**src/rtl/coco_spi_host.sv**
```systemverilog
// coco_spi_host: SPI master command engine for the FPGA disk/SRAM command link.
// Accepts one host command at a time and sends it as the byte sequence the FPGA SPI
// command decoder expects. For READ and READ_STATUS it returns the second MISO byte.
//
// Ports:
//   clock_50  - system clock, all logic on posedge
//   reset     - asynchronous active-high reset
//   cmd_valid / cmd_ready - command handshake (accept when both high)
//   cmd_op    - 0=ADDR 1=WRITE 2=READ 3=READ_STATUS 4=DEVCON, 5-7 dropped
//   cmd_addr  - 16-bit address for ADDR
//   cmd_data  - payload for WRITE/DEVCON
//   rsp_valid - one-cycle pulse, rsp_data holds the READ/READ_STATUS result
//   rsp_data  - last response byte, held until the next response
//   busy      - high from the cycle after accept until back in idle
//   sclk/mosi/miso/ss - SPI mode 0 pins, ss active low
module coco_spi_host #(
  parameter int unsigned CLK_DIV    = 6,  // clocks per SCLK half period, >= 2
  parameter int unsigned GAP_CYCLES = 32, // idle clocks between bytes, >= 1
  parameter int unsigned SS_HIGH    = 8   // minimum ss-high clocks after a command, >= 1
) (
  input  logic        clock_50,
  input  logic        reset,
  input  logic        cmd_valid,
  output logic        cmd_ready,
  input  logic [2:0]  cmd_op,
  input  logic [15:0] cmd_addr,
  input  logic [7:0]  cmd_data,
  output logic        rsp_valid,
  output logic [7:0]  rsp_data,
  output logic        busy,
  output logic        sclk,
  output logic        mosi,
  input  logic        miso,
  output logic        ss
);

  localparam int unsigned CntW = 16;
  localparam logic [CntW-1:0] DivLast = CntW'(CLK_DIV - 1);
  localparam logic [CntW-1:0] GapLast = CntW'(GAP_CYCLES - 1);
  localparam logic [CntW-1:0] SsLast  = CntW'(SS_HIGH - 1);

  localparam logic [2:0] OpAddr   = 3'd0;
  localparam logic [2:0] OpWrite  = 3'd1;
  localparam logic [2:0] OpRead   = 3'd2;
  localparam logic [2:0] OpStatus = 3'd3;
  localparam logic [2:0] OpDevcon = 3'd4;

  typedef enum logic [2:0] {
    StIdle, StDrop, StSetup, StShift, StGap, StHold, StDesel
  } state_e;

  state_e          state_q, state_d;
  logic [CntW-1:0] cnt_q, cnt_d;
  logic [2:0]      bit_q, bit_d;
  logic [1:0]      byte_q, byte_d;
  logic [1:0]      last_q, last_d;
  logic [2:0]      op_q, op_d;
  logic [15:0]     addr_q, addr_d;
  logic [7:0]      data_q, data_d;
  logic [7:0]      tx_q, tx_d;
  logic [7:0]      rx_q, rx_d;
  logic            miso_s1_q, miso_s1_d;
  logic            miso_s2_q, miso_s2_d;
  logic            cmd_ready_q, cmd_ready_d;
  logic            busy_q, busy_d;
  logic            sclk_q, sclk_d;
  logic            mosi_q, mosi_d;
  logic            ss_q, ss_d;
  logic            rsp_valid_q, rsp_valid_d;
  logic [7:0]      rsp_data_q, rsp_data_d;

  logic [7:0] first_byte;
  logic [7:0] next_byte;
  logic [7:0] rx_shift;
  logic       is_read;

  // Byte idx of the frame for a given (latched) command.
  function automatic logic [7:0] tx_byte(input logic [2:0]  op,
                                         input logic [1:0]  idx,
                                         input logic [15:0] addr,
                                         input logic [7:0]  data);
    logic [7:0] b;
    b = 8'h00;
    case (idx)
      2'd0: b = {5'd0, op + 3'd1};
      2'd1: begin
        if (op == OpAddr) begin
          b = addr[15:8];
        end else if (op == OpWrite || op == OpDevcon) begin
          b = data;
        end
      end
      2'd2:    b = addr[7:0];
      default: b = 8'h00;
    endcase
    return b;
  endfunction

  assign first_byte = tx_byte(cmd_op, 2'd0, cmd_addr, cmd_data);
  assign next_byte  = tx_byte(op_q, byte_q + 2'd1, addr_q, data_q);
  // The synchroniser delays miso by two clocks, so at the end of the high phase its
  // output still holds the bit the slave presented for this rising edge.
  assign rx_shift   = {rx_q[6:0], miso_s2_q};
  assign is_read    = (op_q == OpRead) || (op_q == OpStatus);

  always_comb begin
    state_d     = state_q;
    cnt_d       = cnt_q;
    bit_d       = bit_q;
    byte_d      = byte_q;
    last_d      = last_q;
    op_d        = op_q;
    addr_d      = addr_q;
    data_d      = data_q;
    tx_d        = tx_q;
    rx_d        = rx_q;
    miso_s1_d   = miso;
    miso_s2_d   = miso_s1_q;
    cmd_ready_d = cmd_ready_q;
    busy_d      = busy_q;
    sclk_d      = sclk_q;
    mosi_d      = mosi_q;
    ss_d        = ss_q;
    rsp_valid_d = 1'b0;
    rsp_data_d  = rsp_data_q;

    unique case (state_q)
      StIdle: begin
        if (cmd_valid) begin
          op_d        = cmd_op;
          addr_d      = cmd_addr;
          data_d      = cmd_data;
          cmd_ready_d = 1'b0;
          busy_d      = 1'b1;
          if (cmd_op > OpDevcon) begin
            state_d = StDrop;
          end else begin
            state_d = StSetup;
            ss_d    = 1'b0;
            tx_d    = first_byte;
            mosi_d  = first_byte[7];
            last_d  = (cmd_op == OpAddr) ? 2'd2 : 2'd1;
            byte_d  = 2'd0;
            bit_d   = 3'd0;
            cnt_d   = '0;
          end
        end
      end

      StDrop: begin
        state_d     = StIdle;
        cmd_ready_d = 1'b1;
        busy_d      = 1'b0;
      end

      StSetup: begin
        if (cnt_q == DivLast) begin
          cnt_d   = '0;
          state_d = StShift;
        end else begin
          cnt_d = cnt_q + 1'b1;
        end
      end

      StShift: begin
        if (cnt_q != DivLast) begin
          cnt_d = cnt_q + 1'b1;
        end else begin
          cnt_d = '0;
          if (!sclk_q) begin
            sclk_d = 1'b1;
          end else begin
            sclk_d = 1'b0;
            rx_d   = rx_shift;
            bit_d  = bit_q + 3'd1;
            if (bit_q != 3'd7) begin
              tx_d   = {tx_q[6:0], 1'b0};
              mosi_d = tx_q[6];
            end else if (byte_q != last_q) begin
              byte_d  = byte_q + 2'd1;
              tx_d    = next_byte;
              mosi_d  = next_byte[7];
              state_d = StGap;
            end else begin
              mosi_d  = 1'b0;
              state_d = StHold;
            end
          end
        end
      end

      StGap: begin
        if (cnt_q == GapLast) begin
          cnt_d   = '0;
          state_d = StShift;
        end else begin
          cnt_d = cnt_q + 1'b1;
        end
      end

      StHold: begin
        // First hold cycle: rx_q already holds the final byte.
        if (cnt_q == '0 && is_read) begin
          rsp_valid_d = 1'b1;
          rsp_data_d  = rx_q;
        end
        if (cnt_q == DivLast) begin
          cnt_d   = '0;
          ss_d    = 1'b1;
          state_d = StDesel;
        end else begin
          cnt_d = cnt_q + 1'b1;
        end
      end

      StDesel: begin
        if (cnt_q == SsLast) begin
          cnt_d       = '0;
          state_d     = StIdle;
          cmd_ready_d = 1'b1;
          busy_d      = 1'b0;
        end else begin
          cnt_d = cnt_q + 1'b1;
        end
      end

      default: state_d = StIdle;
    endcase
  end

  always_ff @(posedge clock_50 or posedge reset) begin
    if (reset) begin
      state_q     <= StIdle;
      cnt_q       <= '0;
      bit_q       <= 3'd0;
      byte_q      <= 2'd0;
      last_q      <= 2'd0;
      op_q        <= 3'd0;
      addr_q      <= 16'h0000;
      data_q      <= 8'h00;
      tx_q        <= 8'h00;
      rx_q        <= 8'h00;
      miso_s1_q   <= 1'b0;
      miso_s2_q   <= 1'b0;
      cmd_ready_q <= 1'b1;
      busy_q      <= 1'b0;
      sclk_q      <= 1'b0;
      mosi_q      <= 1'b0;
      ss_q        <= 1'b1;
      rsp_valid_q <= 1'b0;
      rsp_data_q  <= 8'h00;
    end else begin
      state_q     <= state_d;
      cnt_q       <= cnt_d;
      bit_q       <= bit_d;
      byte_q      <= byte_d;
      last_q      <= last_d;
      op_q        <= op_d;
      addr_q      <= addr_d;
      data_q      <= data_d;
      tx_q        <= tx_d;
      rx_q        <= rx_d;
      miso_s1_q   <= miso_s1_d;
      miso_s2_q   <= miso_s2_d;
      cmd_ready_q <= cmd_ready_d;
      busy_q      <= busy_d;
      sclk_q      <= sclk_d;
      mosi_q      <= mosi_d;
      ss_q        <= ss_d;
      rsp_valid_q <= rsp_valid_d;
      rsp_data_q  <= rsp_data_d;
    end
  end

  assign cmd_ready = cmd_ready_q;
  assign busy      = busy_q;
  assign sclk      = sclk_q;
  assign mosi      = mosi_q;
  assign ss        = ss_q;
  assign rsp_valid = rsp_valid_q;
  assign rsp_data  = rsp_data_q;

endmodule

```
**config.mk**
```make
export PLATFORM = sky130hd
export DESIGN_NAME = coco_spi_host
export DESIGN_NICKNAME = d
export VERILOG_FILES = /design/src/rtl/coco_spi_host.sv
export SDC_FILE = /design/constraint.sdc
export NUM_CORES = 1
export LEC_CHECK = 0
export CAP_MARGIN = 20
export CORE_ASPECT_RATIO = 0.7
export CORE_MARGIN = 3
export CORE_UTILIZATION = 28
export DETAILED_ROUTE_END_ITERATION = 10
export PLACE_DENSITY_LB_ADDON = 0.25
export SLEW_MARGIN = 20
export SYNTH_ARGS = -nofsm -noshare
export SYNTH_HDL_FRONTEND = slang
export SYNTH_SLANG_ARGS = --single-unit
```
**constraint.sdc**
```tcl
create_clock -name clock_50 -period 2.65 [get_ports clock_50]
set_input_delay 0.53 -clock clock_50 [delete_from_list [all_inputs] [get_ports clock_50]]
set_output_delay 0.53 -clock clock_50 [all_outputs]
set_load 0.01 [all_outputs]
```
# Word level (Yosys, flattened, before mapping)
# Cells that the tools add are included.
# word_totals
input_bits	31
regBits	84
wordCells	140
# op_classes
n_reduce_logical	25
n_addsub	5
magnitude_cmp	1
n_bitwise	2
eq_ne	29
n_mux	59
# op_table
operator	count
$mux 16	6
$pmux 16 s5	1
$mux 7	6
$mux 3	12
$eq 16x3->1 const B	2
$pmux 8 s3	1
$ne 2x2->1 const B	10
$pmux 3 s6	1
$add 16x1->16 const B	1
$eq 16x5->1 const B	1
$logic_not 16->1	1
$mux 2	8
$mux 8	2
$ne 16x3->1 const B	1
$mux 1	15
$pmux 7 s2	1
$eq 3x2->1 const B	4
$eq 3x3->1 const B	4
$reduce_and 3->1	4
$add 3x1->3 const B	3
$logic_not 3->1	3
$reduce_and 8->1	1
$reduce_and 7->1	1
$eq 3x1->1 const B	2
other kinds (22)	30

# Logic depth before layout (Yosys ltp)
# depth
ltp_word	10
ltp_mapped	9

# Least setup slack after synthesis
# Ideal clock, no wire load.
# synth_timing
path_type	input to register
startpoint	input cmd_op[0]
endpoint	register cnt_q[10]
t_arrival_ns	2.001
slack_ns	0.572
setup_time_ns	0.077
path_stages	9
t_required_ns	2.573
path_cell_list	inv_1 -> ha_1 -> nand2b_2 -> a311o_2 -> nand2_1 -> buf_2 -> nor3_1 -> buf_2 -> a21oi_1
# synth_via
elab_chain_len	3
# synth_rtl
element	line	source
start: declaration	25	input logic [2:0] cmd_op,
$gt 3x3->1	135	if (cmd_op > OpDevcon) begin
$ne 2x2->1 (no line)	--	
$reduce_and 3->1 (no line)	--	
end signal: assignment	254	cnt_q <= cnt_d;
end: declaration	53	logic [CntW-1:0] cnt_q, cnt_d;
# Every way passes these cells.
# A chain may end at the register's enable or synchronous reset.

# Worst setup path in the final report
# layout_timing
startpoint	register cnt_q[0]
endpoint	register cnt_q[15]
# layout_via
elab_chain_len	3
# layout_rtl
element	line	source
$add 16x1->16, or another cell as far along	--	
$mux 16, on equally long branches	--	
$pmux 16 s5 (*)	127	unique case (state_q)
# Mark *: on every way between the ends. The rest lies on a longest branch, timed or not.

==> metrics.log <==
[metrics] number of antenna diodes: 0
[metrics] main combinational cell family by area after synthesis: simple AND/OR/NAND/NOR gates
[metrics] residual DRC count: 0
[metrics] Synth warnings: 0
[metrics] placeable core area: 15000 µm²
[metrics] proportion of netlist area held by the largest area contributor: 0.467
[metrics] number of nets in the layout: 506
[metrics] WL/cell: 15.8 µm
[metrics] Worst Setup End Kind: flop
[metrics] reported max-cap violation count: 0
[metrics] crit-path max FO: 11
[metrics] port buffer count: 44
[metrics] dominant cell type by area after synthesis: sky130_fd_sc_hd__dfrtp_1
[metrics] synthesized instance count: 401
[metrics] startpoint type of the worst setup path: flop
[metrics] fill cell instance count of the final layout: 1465
[metrics] fraction of final layout cells with drive strength greater than 1: 0.216
[metrics] wire length reported by the detailed router: 10.4 mm
[metrics] Final Slew Violations: 0
[metrics] multiplexer share of the synthesized area: 0.115
[metrics] clock insertion delay at the later pin of the skew report: 340 ps
[metrics] initial cell density of the core: 0.292
[metrics] detailed-route vias per instance: 5.06
[metrics] number of enable flip-flop cells after synthesis: 0
[metrics] remaining global-route overflow: 0
[metrics] CTS sink count: 84
[metrics] dominant synthesized flop cell: sky130_fd_sc_hd__dfrtp_1
[metrics] aggregate global-route resource usage: 0.123
[metrics] # IOs: 45
[metrics] total number of placement rows: 37
[metrics] via count of the first global-routing pass: 3177
[metrics] dpl hpwl: 7.78 mm
[metrics] end-of-flow core utilization: 0.363
[metrics] summed instance area of the synthesized netlist: 4390 µm²
[metrics] post-CTS setup repair buffer count: 0
[metrics] average cell area after synthesis: 11.0 µm²
[metrics] power spent charging and discharging nets: 612 µW
[metrics] share of synthesized area occupied by flip-flops and latches: 0.479
[metrics] nets in the synthesized netlist: 448
[metrics] detailed-router iteration count before antenna repair: 5
[metrics] vias after detailed routing: 3334
[metrics] non-filler instance count after layout: 659
[metrics] htree depth: 3
[metrics] setup repair after global routing missed its margin: false
[metrics] Inserted Clock Buffers: 9
[metrics] data arrival time of the critical path: 2550 ps
[metrics] Sw Ratio: 0.234
[metrics] initial antenna violation count: 0
[metrics] clock root buffer: sky130_fd_sc_hd__clkbuf_16
[metrics] layout overhead on the synthesized area: 24.4%
[metrics] synthesized-area fraction occupied by xor and xnor cells: 0.0199
[metrics] power consumption: 2.61 mW
[metrics] internal power contribution: 2.00 mW
[metrics] flop and latch count out of synthesis: 84
[metrics] critical path class: reg -> reg
[metrics] compound-gate portion of the synthesized area: 0.150
[metrics] first-pass GRT wire length: 17.2 mm
[metrics] pin count of the biggest net entering global routing: 85
[metrics] Design Area, Final: 5470 µm²
[metrics] Pleak: 2.42 nW
[metrics] Required @ worst endpoint: 2830 ps
[metrics] hold slack final: 352 ps
[metrics] weighted congestion reported at the end of routability-driven placement: 0.834
[metrics] number of endpoints with negative hold slack in the final report: 0
[metrics] horizontal die dimension: 156 µm
[metrics] placed inst area: 5170 µm²
[metrics] Clock Path Buffers: 2
[metrics] # resized after CTS: 0
[metrics] Synth area leaders: sky130_fd_sc_hd__dfrtp_1 (47%), sky130_fd_sc_hd__mux2_2 (9.7%), sky130_fd_sc_hd__ha_1 (4.6%)
[metrics] clock tree from TritonCTS: yes
[metrics] simple-gate portion of the synthesized area: 0.153
[metrics] Setup violations, final: 0
[metrics] synth unique cells: 63
[metrics] Die Area: 17300 µm²
[metrics] fraction of power consumed by combinational cells: 0.043
[metrics] instance count after placement with tap cells included: 643
[metrics] proportion of power drawn by the clock network: 0.464
[metrics] proportion of synthesized flip-flops having asynchronous set or reset: 1.00
[metrics] worst IR drop on VDD: 0.000336 V
[metrics] antenna viol nets, final: 0
[metrics] class of the most critical hold timing path: reg -> reg
[metrics] number of DRC markers in iteration 0: 287
[metrics] clock edge transition at the registers on the reported setup and hold paths: 70 ps
[metrics] CTS Hold Bufs: 0
[metrics] Flop pwr share: 0.493
[metrics] slew of the pin with the lowest slew margin: 761 ps
[metrics] worst relative slew slack: 0.490
[metrics] clock period minus final worst setup slack: 2370 ps
[metrics] adder and majority cell fraction of the synthesized area: 0.0456
[metrics] maximum clock skew at final layout: 7.97 ps
[metrics] FMAX: 421 MHz
[metrics] result of the run: complete, no violations
[metrics] die boundary height: 111 µm
[metrics] power density over cell area: 478 nW/µm²
[metrics] Tcrit/Tclk final: 0.896
stage by stage:
| step | setup TNS [ps] | setup slack, ps |
|---|---|---|
| 4_1_cts | 0 | 274 |
| 6_report | 0 | 276 |
| 2_1_floorplan | 0 | 572 |
| 3_5_place_dp | 0 | 44.7 |
| 5_1_grt | 0 | 71.0 |
| 3_3_place_gp | -1740 | -178 |
worst paths after layout:
kind	start	end	slack [ps]	depth (start not counted)
max	cnt_q[0]	cnt_q[15]	280	6
min	miso_s1_q	miso_s2_q	350	0
max reg2reg	cnt_q[0]	cnt_q[15]	280	6
min reg2reg	miso_s1_q	miso_s2_q	350	0
max in group asynchronous	reset	cmd_ready	1600	3
min in group asynchronous	reset	data_q[7]	640	3
placed cells by master, fill, tap and decap left out, drive strengths merged, types with 5 or more instances in the layout:
cell	instances
and2	5
xor2	7
nand2	34
a21oi	19
dfrtp	82
a31oi	8
inv	21
clkdlybuf4s50	44
o31ai	9
buf	21
a22o	9
mux2	44
clkbuf	9
nor2	25
nand4	9
nand3	8
o21ai	22
ha	16
synth_stat cells (9+ instances only):
cell                      count
sky130_fd_sc_hd__a21oi_1     19
sky130_fd_sc_hd__buf_2       10
sky130_fd_sc_hd__nand4_1      9
sky130_fd_sc_hd__nand2_1     34
sky130_fd_sc_hd__ha_1        16
sky130_fd_sc_hd__mux2_2      38
sky130_fd_sc_hd__dfrtp_1     82
sky130_fd_sc_hd__nor2_1      24
sky130_fd_sc_hd__o21ai_0     18
sky130_fd_sc_hd__inv_1       18
sky130_fd_sc_hd__o31ai_1      9
sky130_fd_sc_hd__a22o_1       9
flip-flops by register name, summed over array words and instances, names as in the netlist:
name,count
miso_s2_q,1
rsp_valid,1
ss,1
op_q,3
rsp_data,8
data_q,8
state_q,3
addr_q,16
mosi,1
sclk,1
busy,1
tx_q,7
last_q,2
byte_q,2
rx_q,8
cnt_q,16
miso_s1_q,1
bit_q,3
cmd_ready,1
critical path, cell delays in order (launching register included):
cell and delay [ps]:
sky130_fd_sc_hd__dfrtp_1 490, sky130_fd_sc_hd__ha_1 220, sky130_fd_sc_hd__nor4bb_1 350, sky130_fd_sc_hd__and4_1 320, sky130_fd_sc_hd__nor2_1 90, sky130_fd_sc_hd__nor3_2 630
sky130_fd_sc_hd__a21oi_1 110
layer usage:
metal | vias to the layer above | GRT usage | share of wire
met5 | - | 0 | 0
met4 | 0 | 0.0282 | 0.0083
met3 | 8 | 0.0300 | 0.051
met2 | 82 | 0.158 | 0.39
met1 | 1657 | 0.202 | 0.55
li1 | 1587 | - | -
cell families (layout without fill, tap and decap cells):
logic type	count (synthesis)	in the layout
buffers and inverters	36	99
adder cells (fa/ha/maj)	16	16
AO/OA/AOI/OAI	94	94
AND/OR/NAND/NOR	116	116
flip-flops	84	84
multiplexers	45	45
XOR/XNOR	10	10
area by class of cell:
class	instances	area, µm²	share of cell area
Tap cell	195	244	0.0446
Timing Repair Buffer	65	623	0.114
Clock buffer	9	225	0.0412
Clock inverter	7	65.1	0.0119
Sequential cell	84	2100	0.385
Inverter	18	71.3	0.0130
Multi-Input combinational cell	281	2130	0.390
power by group through the flow:
stage	combinational (mW)	clock (mW)	sequential [mW]
2_1_floorplan	0.0419	0	1.31
3_3_place_gp	0.113	0	1.31
3_5_place_dp	0.113	0	1.31
4_1_cts	0.114	1.26	1.29
5_1_grt	0.123	1.32	1.29
6_report	0.111	1.21	1.29
Power figures use the tool's default switching activity.
